===== src/rtl/mc_ctrl_pkg.sv =====
// Purpose: shared encodings for the multi-cycle MIPS-subset controller.
// Latency: n/a (constants, types and pure helper functions only).
// Backpressure: n/a.
package mc_ctrl_pkg;

  // Instruction opcodes
  localparam logic [5:0] OP_R     = 6'b000000;
  localparam logic [5:0] OP_BEQ   = 6'b000100;
  localparam logic [5:0] OP_ADDIU = 6'b001001;
  localparam logic [5:0] OP_ORI   = 6'b001101;
  localparam logic [5:0] OP_LUI   = 6'b001111;
  localparam logic [5:0] OP_LW    = 6'b100011;
  localparam logic [5:0] OP_SW    = 6'b101011;
  localparam logic [5:0] OP_J     = 6'b000010;
  localparam logic [5:0] OP_JAL   = 6'b000011;

  // R-type funct codes
  localparam logic [5:0] FN_NOP  = 6'b000000;
  localparam logic [5:0] FN_JR   = 6'b001000;
  localparam logic [5:0] FN_ADDU = 6'b100001;
  localparam logic [5:0] FN_SUBU = 6'b100011;
  localparam logic [5:0] FN_SLT  = 6'b101010;

  // Datapath select encodings
  localparam logic [1:0] NPC_ADD4    = 2'd0;
  localparam logic [1:0] NPC_JUMP    = 2'd1;
  localparam logic [1:0] NPC_BRANCH  = 2'd2;
  localparam logic [1:0] NPC_JR      = 2'd3;
  localparam logic [1:0] EXT_UNSIGNED = 2'd0;
  localparam logic [1:0] EXT_SIGNED   = 2'd1;
  localparam logic [1:0] EXT_LUI      = 2'd2;
  localparam logic [2:0] ALU_ADD = 3'd0;
  localparam logic [2:0] ALU_SUB = 3'd1;
  localparam logic [2:0] ALU_OR  = 3'd2;
  localparam logic [2:0] ALU_LT  = 3'd3;
  localparam logic [2:0] ALU_B   = 3'd4;
  localparam logic [1:0] REGDST_A3 = 2'd0;
  localparam logic [1:0] REGDST_A2 = 2'd1;
  localparam logic [1:0] REGDST_RA = 2'd2;
  localparam logic [1:0] DSRC_ALU = 2'd0;
  localparam logic [1:0] DSRC_DM  = 2'd1;
  localparam logic [1:0] DSRC_IFU = 2'd2;

  typedef enum logic [3:0] {
    S_IF   = 4'd0,
    S_ID   = 4'd1,
    S_EX   = 4'd2,
    S_BR   = 4'd3,
    S_JMP  = 4'd4,
    S_MEM  = 4'd5,
    S_WB   = 4'd6,
    S_HALT = 4'd7
  } state_e;

  // Class picks the state that follows S_ID
  typedef enum logic [1:0] {CLS_NOP, CLS_EXE, CLS_BR, CLS_JMP} cls_e;

  // One-hot instruction bit positions; nop is the all-zero vector.
  // The eight S_EX instructions occupy the low bits contiguously.
  localparam int IX_ADDU  = 0;
  localparam int IX_SUBU  = 1;
  localparam int IX_SLT   = 2;
  localparam int IX_ADDIU = 3;
  localparam int IX_ORI   = 4;
  localparam int IX_LUI   = 5;
  localparam int IX_LW    = 6;
  localparam int IX_SW    = 7;
  localparam int IX_BEQ   = 8;
  localparam int IX_J     = 9;
  localparam int IX_JAL   = 10;
  localparam int IX_JR    = 11;
  localparam int N_INSTR  = 12;

  typedef logic [N_INSTR-1:0] instr_oh_t;

  function automatic logic is_rtype_alu(instr_oh_t oh);
    return oh[IX_ADDU] | oh[IX_SUBU] | oh[IX_SLT];
  endfunction

  function automatic logic uses_imm(instr_oh_t oh);
    return oh[IX_ADDIU] | oh[IX_ORI] | oh[IX_LUI] | oh[IX_LW] | oh[IX_SW];
  endfunction

endpackage


===== src/rtl/mc_ctrl_if.sv =====
// Purpose: controller <-> datapath/memory bundle; master = controller side.
// Latency: n/a (wires only).
// Backpressure: im_ready/dm_ready stall the controller in S_IF/S_MEM.
// Ports: IR fields + flags + readys in; requests, enables, selects, status out.
interface mc_ctrl_if;
  logic [5:0] OpCode;
  logic [5:0] Funct;
  logic       zero;
  logic       im_ready;
  logic       dm_ready;
  logic       im_req;
  logic       dm_req;
  logic       PCWrite;
  logic       IRWrite;
  logic       RegWrite;
  logic       MemWrite;
  logic [1:0] NPC_Sel;
  logic [1:0] ExtOp;
  logic       ALUSrc;
  logic [2:0] ALUOp;
  logic [1:0] RegDst;
  logic [1:0] DataSrc;
  logic [3:0] state;
  logic       illegal;
  logic       bus_err;

  modport master (
    input  OpCode, Funct, zero, im_ready, dm_ready,
    output im_req, dm_req, PCWrite, IRWrite, RegWrite, MemWrite,
           NPC_Sel, ExtOp, ALUSrc, ALUOp, RegDst, DataSrc, state, illegal, bus_err
  );

  modport slave (
    output OpCode, Funct, zero, im_ready, dm_ready,
    input  im_req, dm_req, PCWrite, IRWrite, RegWrite, MemWrite,
           NPC_Sel, ExtOp, ALUSrc, ALUOp, RegDst, DataSrc, state, illegal, bus_err
  );
endinterface


===== src/rtl/mc_decode.sv =====
// Purpose: OpCode/Funct -> instruction class, one-hot instruction, illegal flag.
// Latency: combinational.
// Backpressure: none.
// Ports: op_code, funct in; cls, instr_oh, illegal out.
module mc_decode
  import mc_ctrl_pkg::*;
(
  input  logic [5:0] op_code,
  input  logic [5:0] funct,
  output cls_e       cls,
  output instr_oh_t  instr_oh,
  output logic       illegal
);

  always_comb begin
    instr_oh = '0;
    illegal  = 1'b0;
    cls      = CLS_NOP;
    case (op_code)
      OP_R: begin
        case (funct)
          FN_NOP:  instr_oh = '0;
          FN_JR:   instr_oh[IX_JR]   = 1'b1;
          FN_ADDU: instr_oh[IX_ADDU] = 1'b1;
          FN_SUBU: instr_oh[IX_SUBU] = 1'b1;
          FN_SLT:  instr_oh[IX_SLT]  = 1'b1;
          default: illegal = 1'b1;
        endcase
      end
      OP_BEQ:   instr_oh[IX_BEQ]   = 1'b1;
      OP_ADDIU: instr_oh[IX_ADDIU] = 1'b1;
      OP_ORI:   instr_oh[IX_ORI]   = 1'b1;
      OP_LUI:   instr_oh[IX_LUI]   = 1'b1;
      OP_LW:    instr_oh[IX_LW]    = 1'b1;
      OP_SW:    instr_oh[IX_SW]    = 1'b1;
      OP_J:     instr_oh[IX_J]     = 1'b1;
      OP_JAL:   instr_oh[IX_JAL]   = 1'b1;
      default:  illegal = 1'b1;
    endcase

    // Illegal encodings leave instr_oh at zero, so they fall out as nop.
    if (|instr_oh[IX_SW:IX_ADDU]) begin
      cls = CLS_EXE;
    end else if (instr_oh[IX_BEQ]) begin
      cls = CLS_BR;
    end else if (instr_oh[IX_J] | instr_oh[IX_JAL] | instr_oh[IX_JR]) begin
      cls = CLS_JMP;
    end
  end

endmodule


===== src/rtl/mc_ctrl.sv =====
// Purpose: multi-cycle controller FSM (IF/ID/EX/BR/JMP/MEM/WB/HALT) with bus timeout.
// Latency: nop 2, beq/j/jal/jr 3, ALU/sw 4, lw 5 cycles with readys high.
// Backpressure: waits in S_IF/S_MEM for ready; TIMEOUT straight misses -> sticky bus_err, S_HALT.
// Ports: clk, rst_n (async active-low), bus (mc_ctrl_if.master).
module mc_ctrl
  import mc_ctrl_pkg::*;
#(
  parameter int TIMEOUT = 16
) (
  input logic       clk,
  input logic       rst_n,
  mc_ctrl_if.master bus
);

  localparam int WW = $clog2(TIMEOUT + 1);
  // A miss on the cycle the counter already holds this value is the TIMEOUT-th miss
  localparam logic [WW-1:0] WAIT_LAST = WW'(TIMEOUT - 1);

  state_e        state_q, state_d;
  instr_oh_t     instr_q, instr_d;
  logic [WW-1:0] wait_q, wait_d;
  logic          bus_err_q, bus_err_d;

  cls_e      dec_cls;
  instr_oh_t dec_oh;
  logic      dec_illegal;

  logic       im_req, dm_req, pc_write, ir_write, reg_write, mem_write;
  logic [1:0] npc_sel, ext_op, reg_dst, data_src;
  logic       alu_src, illegal;
  logic [2:0] alu_op;

  mc_decode u_decode (
    .op_code  (bus.OpCode),
    .funct    (bus.Funct),
    .cls      (dec_cls),
    .instr_oh (dec_oh),
    .illegal  (dec_illegal)
  );

  always_comb begin
    state_d   = state_q;
    instr_d   = instr_q;
    wait_d    = '0;         // any ready or state change clears the miss count
    bus_err_d = bus_err_q;
    im_req    = 1'b0;
    dm_req    = 1'b0;
    pc_write  = 1'b0;
    ir_write  = 1'b0;
    reg_write = 1'b0;
    mem_write = 1'b0;
    npc_sel   = NPC_ADD4;
    ext_op    = EXT_UNSIGNED;
    alu_src   = 1'b0;
    alu_op    = ALU_ADD;
    reg_dst   = REGDST_A3;
    data_src  = DSRC_ALU;
    illegal   = 1'b0;

    // Outputs go quiet the instant reset asserts, not at the next edge;
    // otherwise S_IF would still present im_req/IRWrite during reset.
    if (rst_n) begin
      case (state_q)
        S_IF: begin
          im_req = 1'b1;
          if (bus.im_ready) begin
            ir_write = 1'b1;
            pc_write = 1'b1;
            npc_sel  = NPC_ADD4;
            state_d  = S_ID;
          end else if (wait_q == WAIT_LAST) begin
            bus_err_d = 1'b1;
            state_d   = S_HALT;
          end else begin
            wait_d = wait_q + 1'b1;
          end
        end
        S_ID: begin
          illegal = dec_illegal;
          instr_d = dec_oh;   // held so later states don't depend on the IR
          case (dec_cls)
            CLS_EXE: state_d = S_EX;
            CLS_BR:  state_d = S_BR;
            CLS_JMP: state_d = S_JMP;
            default: state_d = S_IF;
          endcase
        end
        S_EX: begin
          alu_src = uses_imm(instr_q);
          if (instr_q[IX_SUBU])      alu_op = ALU_SUB;
          else if (instr_q[IX_ORI])  alu_op = ALU_OR;
          else if (instr_q[IX_SLT])  alu_op = ALU_LT;
          else if (instr_q[IX_LUI])  alu_op = ALU_B;
          else                       alu_op = ALU_ADD;
          if (instr_q[IX_ADDIU] | instr_q[IX_LW] | instr_q[IX_SW]) ext_op = EXT_SIGNED;
          else if (instr_q[IX_LUI])                                 ext_op = EXT_LUI;
          else                                                      ext_op = EXT_UNSIGNED;
          state_d = (instr_q[IX_LW] | instr_q[IX_SW]) ? S_MEM : S_WB;
        end
        S_MEM: begin
          dm_req    = 1'b1;
          mem_write = instr_q[IX_SW];
          if (bus.dm_ready) begin
            state_d = instr_q[IX_SW] ? S_IF : S_WB;
          end else if (wait_q == WAIT_LAST) begin
            bus_err_d = 1'b1;
            state_d   = S_HALT;
          end else begin
            wait_d = wait_q + 1'b1;
          end
        end
        S_WB: begin
          reg_write = 1'b1;
          if (instr_q[IX_LW]) begin
            reg_dst  = REGDST_A2;
            data_src = DSRC_DM;
          end else if (is_rtype_alu(instr_q)) begin
            reg_dst  = REGDST_A3;
            data_src = DSRC_ALU;
          end else begin
            reg_dst  = REGDST_A2;
            data_src = DSRC_ALU;
          end
          state_d = S_IF;
        end
        S_BR: begin
          alu_op   = ALU_SUB;
          alu_src  = 1'b0;
          npc_sel  = NPC_BRANCH;
          pc_write = bus.zero & instr_q[IX_BEQ];
          state_d  = S_IF;
        end
        S_JMP: begin
          pc_write = instr_q[IX_J] | instr_q[IX_JAL] | instr_q[IX_JR];
          npc_sel  = instr_q[IX_JR] ? NPC_JR : NPC_JUMP;
          if (instr_q[IX_JAL]) begin
            reg_write = 1'b1;
            reg_dst   = REGDST_RA;
            data_src  = DSRC_IFU;
          end
          state_d = S_IF;
        end
        S_HALT:  state_d = S_HALT;
        default: state_d = S_IF;
      endcase
    end
  end

  always_ff @(posedge clk or negedge rst_n) begin
    if (!rst_n) begin
      state_q   <= S_IF;
      instr_q   <= '0;
      wait_q    <= '0;
      bus_err_q <= 1'b0;
    end else begin
      state_q   <= state_d;
      instr_q   <= instr_d;
      wait_q    <= wait_d;
      bus_err_q <= bus_err_d;
    end
  end

  assign bus.im_req   = im_req;
  assign bus.dm_req   = dm_req;
  assign bus.PCWrite  = pc_write;
  assign bus.IRWrite  = ir_write;
  assign bus.RegWrite = reg_write;
  assign bus.MemWrite = mem_write;
  assign bus.NPC_Sel  = npc_sel;
  assign bus.ExtOp    = ext_op;
  assign bus.ALUSrc   = alu_src;
  assign bus.ALUOp    = alu_op;
  assign bus.RegDst   = reg_dst;
  assign bus.DataSrc  = data_src;
  assign bus.state    = state_q;
  assign bus.illegal  = illegal;
  assign bus.bus_err  = bus_err_q;

endmodule


===== src/flat_wrapper.sv =====
// flat-port wrapper written by rule: the top's interface ports become plain ports
module mc_ctrl_flat import mc_ctrl_pkg::*;
#(
  parameter int TIMEOUT = 16
)
  (clk, rst_n, bus_OpCode, bus_Funct, bus_zero, bus_im_ready, bus_dm_ready, bus_im_req, bus_dm_req, bus_PCWrite, bus_IRWrite, bus_RegWrite, bus_MemWrite, bus_NPC_Sel, bus_ExtOp, bus_ALUSrc, bus_ALUOp, bus_RegDst, bus_DataSrc, bus_state, bus_illegal, bus_bus_err);
  mc_ctrl_if bus_i ();
  input logic clk;
  input logic rst_n;
  input wire logic [$bits(bus_i.OpCode)-1:0] bus_OpCode;
  input wire logic [$bits(bus_i.Funct)-1:0] bus_Funct;
  input wire logic [$bits(bus_i.zero)-1:0] bus_zero;
  input wire logic [$bits(bus_i.im_ready)-1:0] bus_im_ready;
  input wire logic [$bits(bus_i.dm_ready)-1:0] bus_dm_ready;
  output wire logic [$bits(bus_i.im_req)-1:0] bus_im_req;
  output wire logic [$bits(bus_i.dm_req)-1:0] bus_dm_req;
  output wire logic [$bits(bus_i.PCWrite)-1:0] bus_PCWrite;
  output wire logic [$bits(bus_i.IRWrite)-1:0] bus_IRWrite;
  output wire logic [$bits(bus_i.RegWrite)-1:0] bus_RegWrite;
  output wire logic [$bits(bus_i.MemWrite)-1:0] bus_MemWrite;
  output wire logic [$bits(bus_i.NPC_Sel)-1:0] bus_NPC_Sel;
  output wire logic [$bits(bus_i.ExtOp)-1:0] bus_ExtOp;
  output wire logic [$bits(bus_i.ALUSrc)-1:0] bus_ALUSrc;
  output wire logic [$bits(bus_i.ALUOp)-1:0] bus_ALUOp;
  output wire logic [$bits(bus_i.RegDst)-1:0] bus_RegDst;
  output wire logic [$bits(bus_i.DataSrc)-1:0] bus_DataSrc;
  output wire logic [$bits(bus_i.state)-1:0] bus_state;
  output wire logic [$bits(bus_i.illegal)-1:0] bus_illegal;
  output wire logic [$bits(bus_i.bus_err)-1:0] bus_bus_err;
  assign bus_i.OpCode = bus_OpCode;
  assign bus_i.Funct = bus_Funct;
  assign bus_i.zero = bus_zero;
  assign bus_i.im_ready = bus_im_ready;
  assign bus_i.dm_ready = bus_dm_ready;
  assign bus_im_req = bus_i.im_req;
  assign bus_dm_req = bus_i.dm_req;
  assign bus_PCWrite = bus_i.PCWrite;
  assign bus_IRWrite = bus_i.IRWrite;
  assign bus_RegWrite = bus_i.RegWrite;
  assign bus_MemWrite = bus_i.MemWrite;
  assign bus_NPC_Sel = bus_i.NPC_Sel;
  assign bus_ExtOp = bus_i.ExtOp;
  assign bus_ALUSrc = bus_i.ALUSrc;
  assign bus_ALUOp = bus_i.ALUOp;
  assign bus_RegDst = bus_i.RegDst;
  assign bus_DataSrc = bus_i.DataSrc;
  assign bus_state = bus_i.state;
  assign bus_illegal = bus_i.illegal;
  assign bus_bus_err = bus_i.bus_err;
  mc_ctrl #(.TIMEOUT(TIMEOUT)) u_core (.clk(clk), .rst_n(rst_n), .bus(bus_i));
endmodule

===== config.mk =====
export PLATFORM = sky130hd
export DESIGN_NAME = mc_ctrl_flat
export DESIGN_NICKNAME = d
export VERILOG_FILES = /design/src/rtl/mc_ctrl_pkg.sv /design/src/rtl/mc_ctrl_if.sv /design/src/rtl/mc_decode.sv /design/src/rtl/mc_ctrl.sv /design/src/flat_wrapper.sv
export SDC_FILE = /design/constraint.sdc
export NUM_CORES = 1
export LEC_CHECK = 0
export ABC_CLOCK_PERIOD_IN_PS = 6300
export CORE_AREA = 2 2 60 62
export DETAILED_ROUTE_END_ITERATION = 7
export DIE_AREA = 0 0 62 64
export GPL_TIMING_DRIVEN = 0
export MAX_ROUTING_LAYER = met4
export PLACE_DENSITY = 0.83
export SLEW_MARGIN = 5
export SYNTH_ARGS = -nofsm -noshare
export SYNTH_HDL_FRONTEND = slang
export SYNTH_HIERARCHICAL = 1
export SYNTH_SLANG_ARGS = --single-unit

===== constraint.sdc =====
create_clock -name clk -period 6.3 [get_ports clk]
set_clock_uncertainty 0.15 [all_clocks]
set_input_delay 1.89 -clock clk [delete_from_list [all_inputs] [get_ports clk]]
set_output_delay 1.89 -clock clk [all_outputs]
set_load 0.02 [all_outputs]

Word level (Yosys, flattened, before mapping)
Cells that the tools add are included.
{"block": "classes", "n_addsub": 1, "n_eq_ne": 25, "n_mux": 74, "bitwise_logic": 14, "n_reduce_logical": 9}
{"op": "1-bit 2-to-1 mux", "count": 35}
{"op": "6-bit equality test (second input constant)", "count": 5}
{"op": "2-bit 2-to-1 mux", "count": 14}
{"op": "6-bit by 4-bit equality test with 1-bit output (second input constant)", "count": 4}
{"op": "3-bit 2-to-1 mux", "count": 7}
{"op": "5-bit 2-to-1 mux", "count": 4}
{"op": "4-bit case mux with 5 select lines", "count": 1}
{"op": "4-bit by 3-bit equality test with 1-bit output (second input constant)", "count": 4}
{"op": "8-bit OR reduction", "count": 2}
{"op": "1-bit bitwise OR", "count": 13}
{"op": "6-bit by 2-bit equality test with 1-bit output (second input constant)", "count": 2}
{"op": "6-bit zero test", "count": 2}
{"op": "4-bit 2-to-1 mux", "count": 3}
{"op": "2-bit case mux with 2 select lines", "count": 3}
{"op": "5-bit case mux with 2 select lines", "count": 1}
{"op": "3-bit case mux with 3 select lines", "count": 1}
{"op": "4-bit by 2-bit equality test with 1-bit output (second input constant)", "count": 2}
{"op": "6-bit by 3-bit equality test with 1-bit output (second input constant)", "count": 1}
{"op": "1-bit case mux with 2 select lines", "count": 3}
{"op": "3-bit case mux with 2 select lines", "count": 1}
{"op": "5-bit by 1-bit adder with 5-bit output (second input constant)", "count": 1}
{"op": "5-bit by 4-bit equality test with 1-bit output (second input constant)", "count": 1}
{"op": "5-bit OR reduction", "count": 1}
{"op": "2-bit equality test (second input constant)", "count": 2}
{"op": "other kinds (9)", "count": 10}
{"block": "totals", "regBits": 22, "elab_cells": 127}

Depth between registers and ports, before layout
Gate-level depths: netlist (run 1).
{"block": "logic_depth", "depth_word": 10, "depth_mapped": 11, "mapped_depth_nobuf": 10}

Cells and area by module
The synthesis (run 1) kept the hierarchy.
{"mod": "mc_ctrl", "n_inst": 1, "cells_per_inst": 141, "area_each_um2": 1418.9, "seq_area_each_um2": 550.5}
{"mod": "mc_decode", "n_inst": 1, "cells_per_inst": 47, "area_each_um2": 292.8, "seq_area_each_um2": 0.0}

Worst setup path before layout (run 1)
No wires, ideal clock.
{"block": "synth_timing", "path_kind": "input to output", "from": "input port bus_OpCode[1]", "to": "output port bus_illegal", "arrival_time_ps": 3410, "required_ps": 4260, "path_slack_ps": 850, "path_stages": 7, "path_buffers": 1, "cell_sequence": "or3_4 or4_1 buf_2 a211oi_2 or3_1 inv_1 nor2_1"}
{"block": "synth_via", "elab_chain_cells": 5, "word_cells_on_any_way": 13, "cone_classes": "eq/ne: 8; mux: 3; reduce/logical: 2"}
{"element": "start, declared", "line": "flat_wrapper.sv:10", "rtl": "input wire logic [$bits(bus_i.OpCode)-1:0] bus_OpCode;"}
{"element": "6-bit by 2-bit equality test with 1-bit output, or another cell as far along", "line": "mc_decode.sv:19", "rtl": "case (op_code)"}
{"element": "8-bit OR reduction (no line)"}
{"element": "1-bit case mux with 2 select lines *", "line": "mc_decode.sv:19"}
{"element": "via u_core.dec_illegal", "line": "mc_ctrl.sv:26", "rtl": "logic dec_illegal;"}
{"element": "1-bit 2-to-1 mux *", "line": "mc_ctrl.sv:63", "rtl": "case (state_q)"}
{"element": "1-bit 2-to-1 mux *", "line": "mc_ctrl.sv:62", "rtl": "if (rst_n) begin"}
{"element": "end, declared", "line": "flat_wrapper.sv:28", "rtl": "output wire logic [$bits(bus_i.illegal)-1:0] bus_illegal;"}
The timed path passes the listed nets; every way through them passes the cells marked *.

Worst setup path after layout (run 1)
Same ends and word-level chain as after synthesis.

==> results.py, run 1 <==
metrics = {
    "yosys": {
        "synth_cell_types": 59,
        "synth.ff_latch_count": 22,
        "syn_nets": 208,
        "synth_edf_count": 0,
        "ys.flop_type": "dfrtp_1",
        "async_flop_share_pct": 100,
        "syn-instance-count": 188,
        "ys_warn_count": 6,
        "syn_avg_cell_area_um2": 9.10,
        "syn_area_um2": 1710,
        "synth.yosys.seq_area_share_pct": 32.2,
    },
    "sta": {
        "fin_crit_ns": 6.17,
        "rsz0062_at_grt": "false",
        "drv_slew": 0,
        "finalCritPeriodShare_pct": 98.0,
        "max_freq_mhz": 162,
        "setup_viol": 0,
        "finalHoldViolations": 0,
        "worst_slew_pin_slew_ns": 0.638,
        "slew-limit-headroom_pct": 57.5,
    },
    "critical_path": {
        "critPathKind": "in2out",
        "r2r-end": "u_core/bus.bus_err$_DFFE_PN0P_",
        "crit_slowest_cell": "clkdlybuf4s50_1",
        "path_cells": "clkdlybuf4s50_1 > or3_4 > or4_1 > buf_2 > a211oi_2 > or3_1 > inv_1 > nor2_1 > dlygate4sd2_1",
        "ff2ff_path_depth": 5,
        "crit_required_ns": 4.26,
        "cp.arrival_ns": 4.13,
        "end_kind": "primary output",
        "crit_path_max_fanout": 6,
        "cpPeakStageDelay_ns": 0.49,
        "rrSetupSlack_ns": 4.57,
        "worst_setup_path_start_kind": "input port",
        "r2r_start": "u_core/bus.state[1]$_DFFE_PN0P_",
    },
    "clock_network": {
        "h-tree-depth": 1,
        "cts_made_buffers": 3,
        "clk_pin_slew_ns": 0.13,
        "cts_tree": "yes",
        "clock_latency_ns": 0.31,
        "hold_buffers": 0,
        "cts_buffer_depth": 2,
        "root_buffer": "clkbuf_4",
        "cts_sinks": 22,
    },
    "grt": {
        "track_usage_pct": 21.8,
        "antenna_found_initial": 0,
        "grt_max_degree": 27,
        "grt.overflow.total": 0,
        "grt_pass1_wl_um": 6470,
        "first_global_vias": 1472,
    },
    "final_layout": {
        "fin_nets": 251,
        "layout_commonest_cell": "clkdlybuf4s50_1",
        "mostFrequentLayoutCells": "clkdlybuf4s50_1, nor2_1, dfrtp_1",
        "drive_gt1_share_pct": 17.8,
        "final_area_um2": 2200,
        "area_growth_pct": 28.7,
        "antenna_cells": 0,
        "fin_cells": 276,
    },
    "worst_hold_path": {
        "whs_path_depth": 1,
        "hold_start": "u_core/wait_q[0]$_DFF_PN0_",
        "worstHoldEndpoint": "u_core/wait_q[0]$_DFF_PN0_",
        "hp-class": "reg2reg",
    },
    "floorplanning": {
        "io_pins": 41,
        "die_width_um": 62,
        "start_util_pct": 52.1,
        "core_area_um2": 3280,
        "die_area_um2": 3970,
        "die_y_um": 64,
        "row_count": 21,
    },
    "pwr": {
        "max-vdd-ir-drop_mv": 0.100,
        "power.leakage_nw": 0.991,
        "p_per_area_nw_per_um2": 221,
    },
    "placed_design": {
        "dp_hpwl_um": 2970,
        "dpl.cell_count": 272,
        "placed_area_um2": 2150,
        "gp_congestion": 0.895,
        "io_buffers": 38,
    },
    "routing": {
        "drc_errors": 0,
        "drt-wirelength-per-cell_um": 14.0,
        "drtAntennaViolNets": 0,
        "drtPass1Iterations": 4,
        "drtIter0Drc": 110,
        "viasPerCell": 5.66,
        "finalWirelength_um": 3870,
        "num_vias": 1562,
    },
    "status": {
        "status": "finished, final reports clean",
    },
    "job": {
        "max_cap_violations": 0,
    },
}
## layer usage
metal / up-vias / global-route usage [%] / routed length, um
met4: 0 / 7.98 / 56
met1: 740 / 26.2 / 1670
met2: 42 / 36.3 / 2000
met3: 7 / 2.83 / 139
li1: 773 / - / -
met5: - / - / 0
## worst max-delay path by stage
stage	start	end	slack, ns	cells after the start
after detailed placement	rst_n	bus_ALUOp[2]	-0.43	6
after floorplan	bus_OpCode[1]	bus_illegal	0.85	7
final	bus_OpCode[1]	bus_illegal	0.13	9
after global placement	rst_n	bus_ALUOp[2]	-0.39	6
after global routing	bus_OpCode[1]	bus_illegal	0.03	9
after CTS	bus_OpCode[1]	bus_illegal	0.12	9
## Yosys cell counts, drive strengths merged (3+ instances only)
master | number | area (um2)
a21oi | 6 | 30.0
and2 | 3 | 18.8
and3 | 3 | 18.8
and4b | 3 | 30.0
buf | 8 | 62.6
clkbuf | 3 | 11.3
dfrtp | 22 | 551
ha | 3 | 37.5
inv | 9 | 33.8
mux2 | 12 | 169
nand2 | 5 | 18.8
nand3 | 9 | 45.0
nor2 | 24 | 92.6
nor2b | 5 | 31.3
nor3 | 16 | 96.4
nor3b | 3 | 27.5
nor4b | 3 | 26.3
o2111ai | 3 | 32.5
o21ai | 8 | 43.8
or2 | 3 | 21.3
or3 | 3 | 23.8
## timing repair
item / CTS / global route
gates resized for setup: 4 / 0
buffers inserted: 0 / 0
hold endpoints to repair: 0 / 0
setup endpoints to repair: 19 / 0
## logic make-up after synthesis
kind of cell	share of synthesized area, %
and+or+nand+nor	33.5
AOI/OAI and AO/OA	13.4
DFF	32.2
buffers and inverters	6.29
muxes	10.5
xor gates and xnor gates	2.05
adders and majority gates	2.19
## power by group
part           total (mW)  switching, mW  internal [mW]  leakage (nW)
Combinational       0.217          0.117          0.100         0.658
Sequential          0.162         0.0116          0.151         0.305
Clock               0.108         0.0433         0.0644        0.0279
Total               0.487          0.172          0.316         0.991
## through the flow
stage          TNS [ns]  power (mW)  setup slack, ns  util (%)  hold WS [ns]
2_1_floorplan         0       0.314            0.850         -         0.279
3_3_place_gp      -4.01       0.377           -0.387      65.4         0.296
3_5_place_dp      -4.36       0.382           -0.425      65.4         0.305
4_1_cts               0       0.490            0.119      67.0         0.323
5_1_grt               0       0.519           0.0348      67.0         0.352
6_report              0       0.487            0.129      67.0         0.319
## state kept, by name (all words and copies together) (netlist names)
name	flops
u_core/instr_q	12
u_core/wait_q	5
u_core/bus.state	4
u_core/bus.bus_err	1
## critical path: cells and delay by family
kind                   cells  cell delay, ns
buffers and inverters      4            1.02
and+or+nand+nor            4            1.03
AOI/OAI and AO/OA          1            0.18
## final cells by class
cell class | instances | area, um2
tap | 46 | 57.6
sequential | 22 | 551
fill | 274 | 1080
clock buffer | 3 | 22.5
clock inverter | 1 | 30.0
buffer | 11 | 73.8
multi-input combinational | 146 | 1050
inverter | 9 | 33.8
timing repair buffer | 38 | 380
(Power assumes the default switching activity.)
==> inputs of run 2 (changes only) <==
--- a/config.mk
+++ b/config.mk
@@ -5,13 +5,13 @@
 export SDC_FILE = /design/constraint.sdc
 export NUM_CORES = 1
 export LEC_CHECK = 0
-export ABC_CLOCK_PERIOD_IN_PS = 6300
-export CORE_AREA = 2 2 60 62
+export ABC_CLOCK_PERIOD_IN_PS = 6400
+export CORE_AREA = 2 2 62 64
 export DETAILED_ROUTE_END_ITERATION = 7
-export DIE_AREA = 0 0 62 64
+export DIE_AREA = 0 0 64 66
 export GPL_TIMING_DRIVEN = 0
 export MAX_ROUTING_LAYER = met4
-export PLACE_DENSITY = 0.83
+export PLACE_DENSITY = 0.78
 export SLEW_MARGIN = 5
 export SYNTH_ARGS = -nofsm -noshare
 export SYNTH_HDL_FRONTEND = slang
==> constraint.sdc (replaced) <==
create_clock -name clk -period 6.4 [get_ports clk]
set_clock_uncertainty 0.15 [all_clocks]
set_input_delay 1.92 -clock clk [delete_from_list [all_inputs] [get_ports clk]]
set_output_delay 1.92 -clock clk [all_outputs]
set_load 0.02 [all_outputs]
==> results.py, run 2 (synthesized netlist as in run 1, its figures left out) <==
metrics = {
    "placed_design": {
        "gp_congestion": 0.901,
        "io_buffers": 38,
        "dpl.cell_count": 274,
        "dp_hpwl_um": 3000,
    },
    "sta": {
        "max_freq_mhz": 161,
        "drv_slew": 0,
        "fin_crit_ns": 6.20,
        "rsz0062_at_grt": "false",
        "setup_viol": 0,
        "worst_slew_pin_slew_ns": 0.674,
        "finalCritPeriodShare_pct": 96.9,
        "slew-limit-headroom_pct": 55.1,
        "finalHoldViolations": 0,
    },
    "floorplanning": {
        "row_count": 22,
        "die_area_um2": 4220,
        "start_util_pct": 48.2,
        "die_width_um": 64,
        "io_pins": 41,
        "die_y_um": 66,
        "core_area_um2": 3550,
    },
    "critical_path": {
        "startpoint": "bus_OpCode[1]",
        "crit_slowest_cell": "clkdlybuf4s50_1",
        "end_kind": "primary output",
        "r2r-end": "u_core/bus.state[2]$_DFFE_PN0P_",
        "cpPeakStageDelay_ns": 0.48,
        "path_buf_inv": 4,
        "r2r_start": "u_core/bus.state[1]$_DFFE_PN0P_",
        "ff2ff_path_depth": 5,
        "path_cells": "clkdlybuf4s50_1 > or3_4 > or4_1 > buf_2 > a211oi_2 > or3_1 > inv_1 > nor2_1 > dlygate4sd2_1",
        "crit_family": "simple AND/OR/NAND/NOR gates",
        "crit_path_max_fanout": 6,
        "cp.arrival_ns": 4.13,
        "worst_setup_path_start_kind": "input port",
        "critPathKind": "in2out",
        "crit_required_ns": 4.33,
        "rrSetupSlack_ns": 4.62,
    },
    "final_layout": {
        "mostFrequentLayoutCells": "clkdlybuf4s50_1, nor2_1, dfrtp_1",
        "largest_reg_flops": 12,
        "drive_gt1_share_pct": 17.8,
        "area_growth_pct": 28.8,
        "fin_cells": 278,
        "regMostFlops": "u_core/instr_q",
        "final_core_util_pct": 62.1,
        "antenna_cells": 0,
        "layout_commonest_cell": "clkdlybuf4s50_1",
        "fin_nets": 251,
    },
    "routing": {
        "drtPass1Iterations": 6,
        "drc_errors": 0,
        "finalWirelength_um": 3890,
        "drt-wirelength-per-cell_um": 14.0,
        "drtAntennaViolNets": 0,
        "drtIter0Drc": 78,
        "viasPerCell": 5.50,
        "num_vias": 1528,
    },
    "job": {
        "max_cap_violations": 0,
    },
    "clock_network": {
        "h-tree-depth": 1,
        "cts_setup_buffers": 0,
        "clk_pin_slew_ns": 0.13,
        "cts_tree": "yes",
        "root_buffer": "clkbuf_4",
        "clock_latency_ns": 0.31,
        "cts_sinks": 22,
        "cts_made_buffers": 3,
        "cts_buffer_depth": 2,
    },
    "worst_hold_path": {
        "hp-class": "reg2reg",
        "whs_path_depth": 1,
        "worstHoldEndpoint": "u_core/wait_q[0]$_DFF_PN0_",
        "hold_start": "u_core/wait_q[0]$_DFF_PN0_",
    },
    "grt": {
        "grt.overflow.total": 0,
        "grt_max_degree": 27,
        "grt_pass1_wl_um": 6740,
        "first_global_vias": 1423,
        "antenna_found_initial": 0,
        "track_usage_pct": 20.6,
    },
    "pwr": {
        "power.leakage_nw": 0.991,
        "max-vdd-ir-drop_mv": 0.0861,
        "p_per_area_nw_per_um2": 217,
    },
    "status": {
        "status": "finished, final reports clean",
    },
}
==> run 2: cell counts in the layout (fill, tap and decap cells not counted) <==
Identical to the previous run, type by type.
==> run 2: repair_timing <==
item,in CTS,in global routing
endpoints found under the setup margin,19,0
resized for setup,4,0
hold buffers,0,0
==> run 2: final cells by class <==
class | instances | area (um2)
tap | 48 | 60.1
clock inverter | 1 | 30.0
buffer | 11 | 73.8
sequential | 22 | 551
multi-input combinational | 146 | 1050
fill | 306 | 1350
timing repair buffer | 38 | 380
inverter | 9 | 33.8
clock buffer | 3 | 22.5
==> run 2: worst reg2reg max path, cell delays in order (launching register included) <==
cell	delay, ns
dfrtp_1	0.37
clkbuf_1	0.32
nand2b_1	0.21
a21boi_0	0.30
and4b_1	0.24
a21oi_1	0.12
==> run 2: per-stage QoR <==
stage | setup slack, ns | power [mW] | cell area [um2] | TNS [ns] | hold slack [ns]
floorplan | 0.890 | 0.309 | 1710 | 0 | 0.279
global placement | -0.354 | 0.373 | 2150 | -3.58 | 0.297
detailed placement | -0.398 | 0.376 | 2150 | -4.68 | 0.312
CTS | 0.192 | 0.483 | 2200 | 0 | 0.332
global route | 0.0216 | 0.512 | 2200 | 0 | 0.368
finish | 0.196 | 0.478 | 2200 | 0 | 0.324
==> run 2: layer usage <==
layer | vias to the layer above | GRT usage, % | share of wire, %
li1 | 762 | - | -
met1 | 716 | 27.8 | 47
met2 | 48 | 32.9 | 48
met3 | 2 | 2.90 | 4.7
met4 | 0 | 4.89 | 0.69
met5 | - | - | 0
==> run 2: how the worst max path moves through the flow <==
stage	end	slack, ns	cells after the start
floorplan	bus_illegal	0.89	7
global placement	bus_ALUOp[1]	-0.35	6
detailed placement	bus_ALUOp[2]	-0.40	6
CTS	bus_illegal	0.19	9
global route	bus_illegal	0.02	9
finish	bus_illegal	0.20	9
==> run 2: power breakdown <==
part	switching [mW]	internal, mW
combinational	0.114	0.0989
sequential	0.0107	0.148
clock	0.0432	0.0633
total	0.168	0.311
